File: config.mk
export PLATFORM = sky130hd
export DESIGN_NAME = contador_segundos_bcd
export DESIGN_NICKNAME = d
export VERILOG_FILES = /design/src/rtl/contador_segundos_bcd.sv
export SDC_FILE = /design/constraint.sdc
export NUM_CORES = 1
export LEC_CHECK = 0
export BUFFER_PORTS_ARGS = -buffer_cell sky130_fd_sc_hd__buf_2
export CORE_UTILIZATION = 60
export DETAILED_ROUTE_END_ITERATION = 12
export PLACE_DENSITY = 0.8
export REMOVE_ABC_BUFFERS = 1
export SETUP_SLACK_MARGIN = 0.02
export SYNTH_ARGS = -nofsm -noshare
export SYNTH_HDL_FRONTEND = slang
export SYNTH_SLANG_ARGS = --single-unit
File: constraint.sdc
create_clock -name clk -period 3.1 [get_ports clk]
set_clock_uncertainty 0.1 [all_clocks]
set_input_delay 0.62 -clock clk [delete_from_list [all_inputs] [get_ports clk]]
set_output_delay 0.62 -clock clk [all_outputs]
set_load 0.02 [all_outputs]
File: src/rtl/contador_segundos_bcd.sv
// rtl/contador_segundos_bcd.sv - 1 Hz BCD seconds counter (up/down, pause, clear) for the 7-segment path
module contador_segundos_bcd #(
    parameter int CLK_FREQ_HZ = 50_000_000,
    parameter int MAX_COUNT   = 59
) (
    input  logic       clk,
    input  logic       rst,
    input  logic       habilitar,
    input  logic       limpiar,
    input  logic       descendente,
    output logic [3:0] segundos_unidades,
    output logic [3:0] segundos_decenas,
    output logic       tick_segundo,
    output logic       fin_cuenta
);

    localparam int             PW       = $clog2(CLK_FREQ_HZ);
    localparam logic [PW-1:0]  PRE_LAST = PW'(CLK_FREQ_HZ - 1);
    localparam logic [3:0]     MAX_T    = 4'(MAX_COUNT / 10);
    localparam logic [3:0]     MAX_U    = 4'(MAX_COUNT % 10);

    logic [PW-1:0] pre;
    logic          step;
    logic          wrap;
    logic [3:0]    u_next;
    logic [3:0]    d_next;

    // limpiar is not folded in here: the register block gives it priority over the step
    assign step = habilitar && (pre == PRE_LAST);

    always_comb begin
        u_next = segundos_unidades;
        d_next = segundos_decenas;
        wrap   = 1'b0;
        if (descendente) begin
            if (segundos_decenas == 4'd0 && segundos_unidades == 4'd0) begin
                d_next = MAX_T;
                u_next = MAX_U;
                wrap   = 1'b1;
            end else if (segundos_unidades == 4'd0) begin
                u_next = 4'd9;
                d_next = segundos_decenas - 4'd1;
            end else begin
                u_next = segundos_unidades - 4'd1;
            end
        end else begin
            if (segundos_decenas == MAX_T && segundos_unidades == MAX_U) begin
                d_next = 4'd0;
                u_next = 4'd0;
                wrap   = 1'b1;
            end else if (segundos_unidades == 4'd9) begin
                u_next = 4'd0;
                d_next = segundos_decenas + 4'd1;
            end else begin
                u_next = segundos_unidades + 4'd1;
            end
        end
    end

    always_ff @(posedge clk or negedge rst) begin
        if (!rst) begin
            pre               <= '0;
            segundos_unidades <= 4'd0;
            segundos_decenas  <= 4'd0;
            tick_segundo      <= 1'b0;
            fin_cuenta        <= 1'b0;
        end else if (limpiar) begin
            pre               <= '0;
            segundos_unidades <= 4'd0;
            segundos_decenas  <= 4'd0;
            tick_segundo      <= 1'b0;
            fin_cuenta        <= 1'b0;
        end else begin
            tick_segundo <= step;
            fin_cuenta   <= step && wrap;
            // Prescaler holds while paused so the second keeps its phase
            if (habilitar) begin
                pre <= (pre == PRE_LAST) ? '0 : pre + 1'b1;
            end
            if (step) begin
                segundos_unidades <= u_next;
                segundos_decenas  <= d_next;
            end
        end
    end

endmodule

* Word-level counts from Yosys, hierarchy flattened *
Cells that the tools add are included.

word-level totals
  flip-flop bits (word level) = 36

cells by class
  eq/ne operators = 4
  $add $sub $neg = 5
  multiplexer cells = 22
  reductions and logical operators = 10

operator list
  operator                                                                  number
  26-bit 2-to-1 mux                                                         3
  4-bit 2-to-1 mux                                                          14
  26-bit by 1-bit adder with 26-bit output (second input constant)          1
  26-bit equality test (second input constant)                              1
  4-bit by 1-bit adder with 4-bit output (second input constant)            2
  4-bit zero test                                                           2
  4-bit by 1-bit subtractor with 4-bit output (second input constant)       2
  1-bit 2-to-1 mux                                                          5
  4-bit by 3-bit equality test with 1-bit output (second input constant)    1
  4-bit equality test (second input constant)                               1
  1-bit logical AND                                                         4
  4-bit by 2-bit inequality test with 1-bit output (second input constant)  1
  2-bit nonzero test                                                        2
  4-bit nonzero test                                                        1
  3-bit AND reduction                                                       1

* Depth between registers and ports, before layout *
Gate-level depths: netlist of run 1.

  word-level depth = 6
  depth in mapped cells = 8
  mapped depth without buffers = 7

* Worst setup path after synthesis of run 1 *
OpenSTA, ideal clock, no wires.

  path kind = input-to-reg
  from = in habilitar
  to = reg segundos_decenas[2]
  slack = 0.716 ns
  data arrival time = 2.206 ns
  data required time = 2.922 ns
  setup time = 0.078 ns
  stages = 6
  path through = buf_2 -> nand4_1 -> or4_1 -> buf_2 -> or4_1 -> a21oi_1

between the ends
  word-level cells in the longest chain between the ends = 3

ends and longest elaborated chain
  item                                  line  source
  start: declaration                    8     input logic habilitar,
  1-bit logical AND                     29    assign step = habilitar && (pre == PRE_LAST);
  2-bit nonzero test (no source line)   --
  3-bit AND reduction (no source line)  --
  end signal: assignment                82    segundos_decenas <= d_next;
  end: declaration                      12    output logic [3:0] segundos_decenas,

No other way between the ends.
A chain may end at the register's enable or synchronous reset.

* Final worst setup path of run 1 *
  from = reg segundos_unidades[0]
  to = reg fin_cuenta

between the ends
  word-level cells in the longest chain between the ends = 6
  elaborated cells on any way between the ends = 9
  classes of those cells = eq/ne (1); mux (4); reduce/logical (4)

ends and longest elaborated chain
  item                                                           line    source
  start: declaration                                             11      output logic [3:0] segundos_unidades,
  start signal: assignment                                       81      segundos_unidades <= u_next;
  4-bit equality test / 4-bit zero test (equally long branches)  47, 36
  1-bit logical AND (on tied branches)                           47, 36
  1-bit 2-to-1 mux (on tied branches)                            47, 36
  1-bit 2-to-1 mux (*)                                           35      if (descendente) begin
  1-bit logical AND (*)                                          75      fin_cuenta <= step && wrap;
  1-bit 2-to-1 mux (*)                                           67      end else if (limpiar) begin
  end signal: assignment                                         75
  end: declaration                                               14      output logic fin_cuenta

Mark *: on every way between the ends. The rest lies on a longest branch, timed or not.

==> results of run 1 <==
[report_power, final]
part | internal, W | total, W | leakage (nW) | switching (W)
logic | 0.0000501 | 0.000139 | 0.439 | 0.0000885
registers | 0.000484 | 0.000504 | 0.499 | 0.0000195
clock network | 0.000111 | 0.000272 | 0.0315 | 0.000161
total | 0.000645 | 0.000915 | 0.969 | 0.000269
[cells in the final DEF, fill, tap and decap left out, types with 2 or more instances in the layout]
| master | Yosys | routed |
|---|---|---|
| xor2_1 | 5 | 5 |
| nor4_1 | 5 | 5 |
| and3_1 | 2 | 2 |
| mux2i_1 | 5 | 5 |
| inv_1 | 12 | 12 |
| nand3_1 | 14 | 14 |
| xnor2_1 | 18 | 18 |
| a311oi_1 | 2 | 2 |
| dfrtp_1 | 36 | 36 |
| nor2b_1 | 3 | 3 |
| a211oi_1 | 2 | 2 |
| nor2_1 | 37 | 37 |
| clkbuf_4 | 0 | 5 |
| nor3_1 | 7 | 7 |
| a21oi_1 | 10 | 10 |
| ha_1 | 7 | 7 |
| nand2_1 | 17 | 17 |
| nand4_1 | 7 | 7 |
| buf_4 | 0 | 2 |
| nand2b_1 | 6 | 6 |
| o211ai_1 | 3 | 3 |
| o21ai_0 | 4 | 4 |
| or4_1 | 3 | 3 |
| buf_2 | 2 | 14 |
| and4_1 | 2 | 2 |
| and2_1 | 2 | 2 |
| a31oi_1 | 3 | 3 |
[worst register-to-register path, cell delays in order, from the launching register on]
cell and delay [ns]:
dfrtp_1 0.48, inv_1 0.13, ha_1 0.27, or3b_2 0.48
or4_1 0.58, a211oi_1 0.30
[per-stage QoR]
stage | instances | setup slack [ns] | area, sq um
after floorplan | 228 | 0.8364 | 2078
after global placement | 290 | 0.6218 | 2221
after detailed placement | 290 | 0.5690 | 2221
after CTS | 298 | 0.6565 | 2283
after global routing | 298 | 0.5283 | 2283
final | 298 | 0.6660 | 2283
[final cells by class]
class	instances	share of cell area
inverters	12	0.01973
clock inverters	1	0.003288
multi-input cells	180	0.4959
repair buffers	16	0.03726
well taps	46	0.02521
clock buffers	7	0.02411
flip-flops and latches	36	0.3945
[per-layer routing]
layer | global-route usage | part of all wire | wire length (um) | vias to the layer above
met3 | 0.06513 | 0.042 | 171 | 8
li1 | - | - | - | 858
met2 | 0.3634 | 0.46 | 1867 | 39
met4 | 0.09841 | 0.015 | 63 | 0
met1 | 0.3454 | 0.49 | 1997 | 806
met5 | 0 | 0 | 0 | -
[state kept, by name, indices dropped and copies added, names as in the netlist]
register	cells
segundos_decenas	4
tick_segundo	1
fin_cuenta	1
segundos_unidades	4
pre	26
[worst max path at each step]
stage / depth (start not counted) / slack [ns] / from / end
after floorplan: 7 / 0.84 / segundos_unidades[0] / segundos_decenas[0]
after global placement: 5 / 0.62 / habilitar / segundos_decenas[2]
after detailed placement: 5 / 0.57 / habilitar / segundos_decenas[2]
after CTS: 5 / 0.66 / segundos_unidades[0] / fin_cuenta
after global routing: 5 / 0.53 / pre[0] / segundos_decenas[2]
final: 5 / 0.67 / segundos_unidades[0] / fin_cuenta
[logic make-up after synthesis]
logic type / count (synthesis) / share of synthesized area
adders and majority gates: 7 / 0.04142
and+or+nand+nor: 116 / 0.2858
AOI/OAI and AO/OA: 29 / 0.08935
muxes: 5 / 0.02367
DFF: 36 / 0.4260
buffers and inverters: 21 / 0.03846
xor gates and xnor gates: 23 / 0.09526
==> results.cfg, run 1 <==
[clock_network]
clkTransAtPathRegs_ns = 0.11
cts_root_buffer = clkbuf_4
cts_tree = done
cts_sinks = 36
post-cts-setup-buffers = 0
post_cts_resized = 0
htreeDepth = 2
clock_path_buffers = 2
cts_hold_buf = 0
numCtsBuffers = 5
insertion_delay_ns = 0.34

[yosys]
synthTopCellsByArea = dfrtp_1 43%, xnor2_1 7.5%, nor2_1 6.6%, ha_1 4.1%, nand3_1 3.3%
yosysMostFrequentCell = nor2_1
synth_edf_count = 0
yosys_warnings = 0
ys.flop_type = dfrtp_1
synth_top_cell_area_share = 0.4260
synth_area_sq_um = 2115
synthArstFlopShare = 1.000
synth_top_cell_by_area = dfrtp_1
seq_area_frac_synth = 0.4260
synth_cell_types = 42
synthTopCellsByCount = 37 x nor2_1, 36 x dfrtp_1, 18 x xnor2_1
syn_inst = 237
synth-seq-cells = 36
syn_area_per_cell_sq_um = 8.922

[worst_setup_path]
cpMaxStageDelayCell = or4_1
critical_path_arrival_ns = 2.57
r2r-end = fin_cuenta
crit_type = reg2reg
critPathRequiredTime_ns = 3.24
cp_slowest_stage_delay_ns = 0.58
reg2reg_slack_ns = 0.67
path_buf_inv = 1
start_kind = flop
timing.critical_path.max_delay_family = simple AND/OR/NAND/NOR gates
cp-end-kind = flop
reg2regPathDepth = 5
critPathMaxFanout = 8
regToRegStartpoint = segundos_unidades[0]
crit_chain = inv_1 -> ha_1 -> or3b_2 -> or4_1 -> a211oi_1

[floorplan]
fp.coreArea_sq_um = 3363
fp.dieH_um = 61.37
fp.dieArea_sq_um = 3766
ios = 15
die_w_um = 61.37
initial_core_util = 0.6287
fp-row-count = 21

[placement]
hpwl_um = 2767
io_buffers = 14
routabilityCongestion = 0.7732

[timing]
tightest_slew_ns = 0.7836
final.period_utilization = 0.7852
post-route-min-period_ns = 2.434
drv_slew = 0
fmax_mhz = 410.8
fin_tns_setup_ns = 0
finalHoldViolCount = 0
finalSetupViolCount = 0
hold_ws_ns = 0.2392
grt_setup_unrepaired = false
slew_headroom = 0.4776

[routing]
avgViaCountPerCell = 5.742
routedWlPerCell_um = 13.76
drt_pass1_iterations = 4
drc = 0
routed_wirelength_um = 4100
drtAntennaViolNets = 0
drt_iter0_markers = 104
via_count = 1711

[flow_run]
maxCapViolations = 0

[run_status]
status = finished, final reports clean

[layout]
multi_input_area_sq_um = 1132
final_core_util = 0.6789
area.growth.synth_to_final_pct = 7.988
layout-drive-gt1-share = 0.1071
antenna-diode-count = 0
final_nets = 263
regArea_sq_um = 900.9
nFillCells = 301

[grt]
grtUsageTotal = 0.2460
grt_pass1_wl_um = 6727
grt_max_degree = 37
grt_pass1_vias = 1499
globalRouteOverflowTotal = 0
antenna_found_initial = 0

[power_and_ir_drop]
power_w = 0.0009148
ir_drop_uv = 255.6
powerDensity_nw_per_um2 = 400.6
p_leak_nw = 0.9688

[min_path]
hold_path_class = in2async
Power figures use the tool's default switching activity.
==> inputs of run 2 (changes only) <==
- ABC_AREA: unset -> 1
- CORE_UTILIZATION: 60 -> 55
- PLACE_DENSITY: 0.8 -> 0.77
- clock period: 3.1 -> 2.05 ns (I/O delays scaled with it)
==> run 2 against run 1 <==
- global-route usage increased by 3.8 points
- area after synthesis is 16% higher
- clock power grew 94%
- cell count is 42% higher
- utilization fell by 3.9 points
- sequential share of layout area shrank 5.5 points
- register-to-register slack got worse by 0.42 ns
==> results.cfg, run 2 <==
[yosys]
synth_top_cell_area_share = 0.3670
syn_inst = 356
synth_edf_count = 0
ys.flop_type = dfrtp_1
synth_top_cell_by_area = dfrtp_1
yosysMostFrequentCell = nand2_1
synth_area_sq_um = 2455
synthArstFlopShare = 1.000
synth_cell_types = 29
yosys_warnings = 0
synthTopCellsByArea = dfrtp_1 37%, nand2_1 13%, nor2_1 9.9%, nand3_1 7.5%, inv_1 6.4%
syn_area_per_cell_sq_um = 6.896
seq_area_frac_synth = 0.3670
synth-seq-cells = 36
synthTopCellsByCount = 85 x nand2_1, 65 x nor2_1, 42 x inv_1

[routing]
drt_pass1_iterations = 4
drt_iter0_markers = 239
routedWlPerCell_um = 13.47
avgViaCountPerCell = 5.504
drtAntennaViolNets = 0
met1_length_um = 2678
route.met2.wl_um = 2591
routed_wirelength_um = 5698
drc = 0
dr.max_layer_used = met4
wl_met3_um = 300
via_count = 2328

[worst_setup_path]
regToRegStartpoint = pre[0]
cpMaxStageDelayCell = dfrtp_1
cp_slowest_stage_delay_ns = 0.41
r2r-end = segundos_decenas[3]
critPathMaxFanout = 4
reg2regPathDepth = 8
path_buf_inv = 0
cp-end-kind = flop
crit_type = reg2reg
start_kind = flop
timing.critical_path.max_delay_family = simple AND/OR/NAND/NOR gates
reg2reg_slack_ns = 0.24
cp_num_cells = 8
path_common_cell = nand2_1
crit_chain = ha_1 -> nand3_2 -> nor2_1 -> nand2_1 -> o21bai_1 -> nand3_1 -> nand2_1 -> nand2_1
endpoint = segundos_decenas[3]
critPathRequiredTime_ns = 2.14
crit_path_start = pre[0]
critical_path_arrival_ns = 1.90

[power_and_ir_drop]
seqPwrFrac = 0.490
powerDensity_nw_per_um2 = 614.1
p_comb_frac = 0.187
internal_power_w = 0.001120
p_sw_w = 0.0005100
clkPwrFrac = 0.323
swShare = 0.3129
ir_drop_uv = 541.3
p_leak_nw = 1.236

[layout]
largest_reg_flops = 26
largest-register = pre
final_core_util = 0.6404
fin_cells = 423
area.growth.synth_to_final_pct = 8.104
antenna-diode-count = 0
final_nets = 384
layout-drive-gt1-share = 0.1099
final_cell_mix = 85 x nand2_1, 65 x nor2_1, 42 x inv_1, 37 x nand3_1, 36 x dfrtp_1
final_common_cell = nand2_1
reg.largest.list = pre (26), segundos_decenas (4), segundos_unidades (4)

[clock_network]
cts_hold_buf = 0
cts_sinks = 36
cts_tree = done
clkTransAtPathRegs_ns = 0.07
numCtsBuffers = 5
cts_root_buffer = clkbuf_8
htreeDepth = 2
insertion_delay_ns = 0.29
clock_path_buffers = 2

[grt]
grt_pass1_wl_um = 9867
grt_pass1_vias = 2195
grt_max_degree = 37
globalRouteOverflowTotal = 0
grtUsageTotal = 0.2844
antenna_found_initial = 0

[floorplan]
die_w_um = 68.81
fp-row-count = 23
fp.coreArea_sq_um = 4144
initial_core_util = 0.5924
fp.dieH_um = 68.81
ios = 15
fp.dieArea_sq_um = 4735

[placement]
hpwl_um = 4130
routabilityCongestion = 0.9302
dpl_worst_slack_ns = 0.2084
dp_cells = 415
io_buffers = 14

[timing]
slew_headroom = 0.6850
post-route-min-period_ns = 1.809
finalHoldViolCount = 0
final.period_utilization = 0.8824
drv_slew = 0
hold_ws_ns = 0.05166
grt_setup_unrepaired = false
setup_slack_ns = 0.2411
finalSetupViolCount = 0
tightest_slew_ns = 0.4718
fmax_mhz = 552.8
fin_tns_setup_ns = 0

[run_status]
status = finished, final reports clean

[flow_run]
maxCapViolations = 0

[min_path]
hold_path_class = in2async
-- run 2: cell types whose count changed in the layout (fill, tap and decap cells not counted), moves of 6 or more --
cell      delta
nand3_1     +23
nand2b_1     -6
nor2_2       +6
xnor2_1     -14
nand2_1     +68
nor3_1       +8
inv_1       +30
nor2_1      +28
-- run 2: what timing repair did --
item | 4_1_cts | 5_1_grt
setup buffers | 0 | 0
resized for setup | 0 | 1
endpoints found under the setup margin | 0 | 1
-- run 2: power groups by stage --
stage / clock [W] / sequential [W] / combinational (W)
floorplan: 0 / 0.000837 / 0.000177
global placement: 0 / 0.000809 / 0.000299
detailed placement: 0 / 0.000808 / 0.000307
CTS: 0.000545 / 0.000798 / 0.000306
global route: 0.000569 / 0.000806 / 0.000348
finish: 0.000527 / 0.000798 / 0.000305
-- run 2: area by class of cell --
type / instances / area, sq um
fill: 382 / 1490
tap: 50 / 62.56
multi-input combinational: 270 / 1355
sequential: 36 / 900.9
clock buffer: 6 / 82.58
timing repair buffer: 15 / 77.57
clock inverter: 2 / 10.01
inverter: 44 / 165.2
-- run 2: cells by family (layout without fill, tap and decap cells) --
logic type      after synthesis  after routing  synth area share
xor+xnor                     11             11           0.03924
simple gates                230            230            0.4225
fa+ha+maj                     7              7           0.03568
compound gates               22             22           0.05098
buf+inv                      50             67           0.08461
flops                        36             36            0.3670
-- run 2: worst min-delay path by stage --
stage,start,to,slack (ns)
2_1_floorplan,rst,fin_cuenta,0.01
5_1_grt,rst,pre[1],0.09
3_3_place_gp,rst,pre[5],0.37
4_1_cts,rst,pre[5],0.06
3_5_place_dp,rst,pre[5],0.37
6_report,rst,pre[5],0.05
-- run 2: layer usage --
layer	GRT usage	vias up
met5	0	-
met4	0.1276	0
met3	0.05263	12
met2	0.4461	69
met1	0.3803	1081
li1	-	1166
-- run 2: through the flow --
step           instance area [sq um]  total power (W)
3_3_place_gp                    2552         0.001109
4_1_cts                         2645         0.001650
6_report                        2654         0.001630
5_1_grt                         2654         0.001722
2_1_floorplan                   2412         0.001014
3_5_place_dp                    2552         0.001116
-- run 2: worst reg2reg max path: stages, from the launching register on --
cell,delay [ns]
dfrtp_1,0.41
ha_1,0.24
nand3_2,0.11
nor2_1,0.18
nand2_1,0.14
o21bai_1,0.21
nand3_1,0.17
nand2_1,0.11
nand2_1,0.05
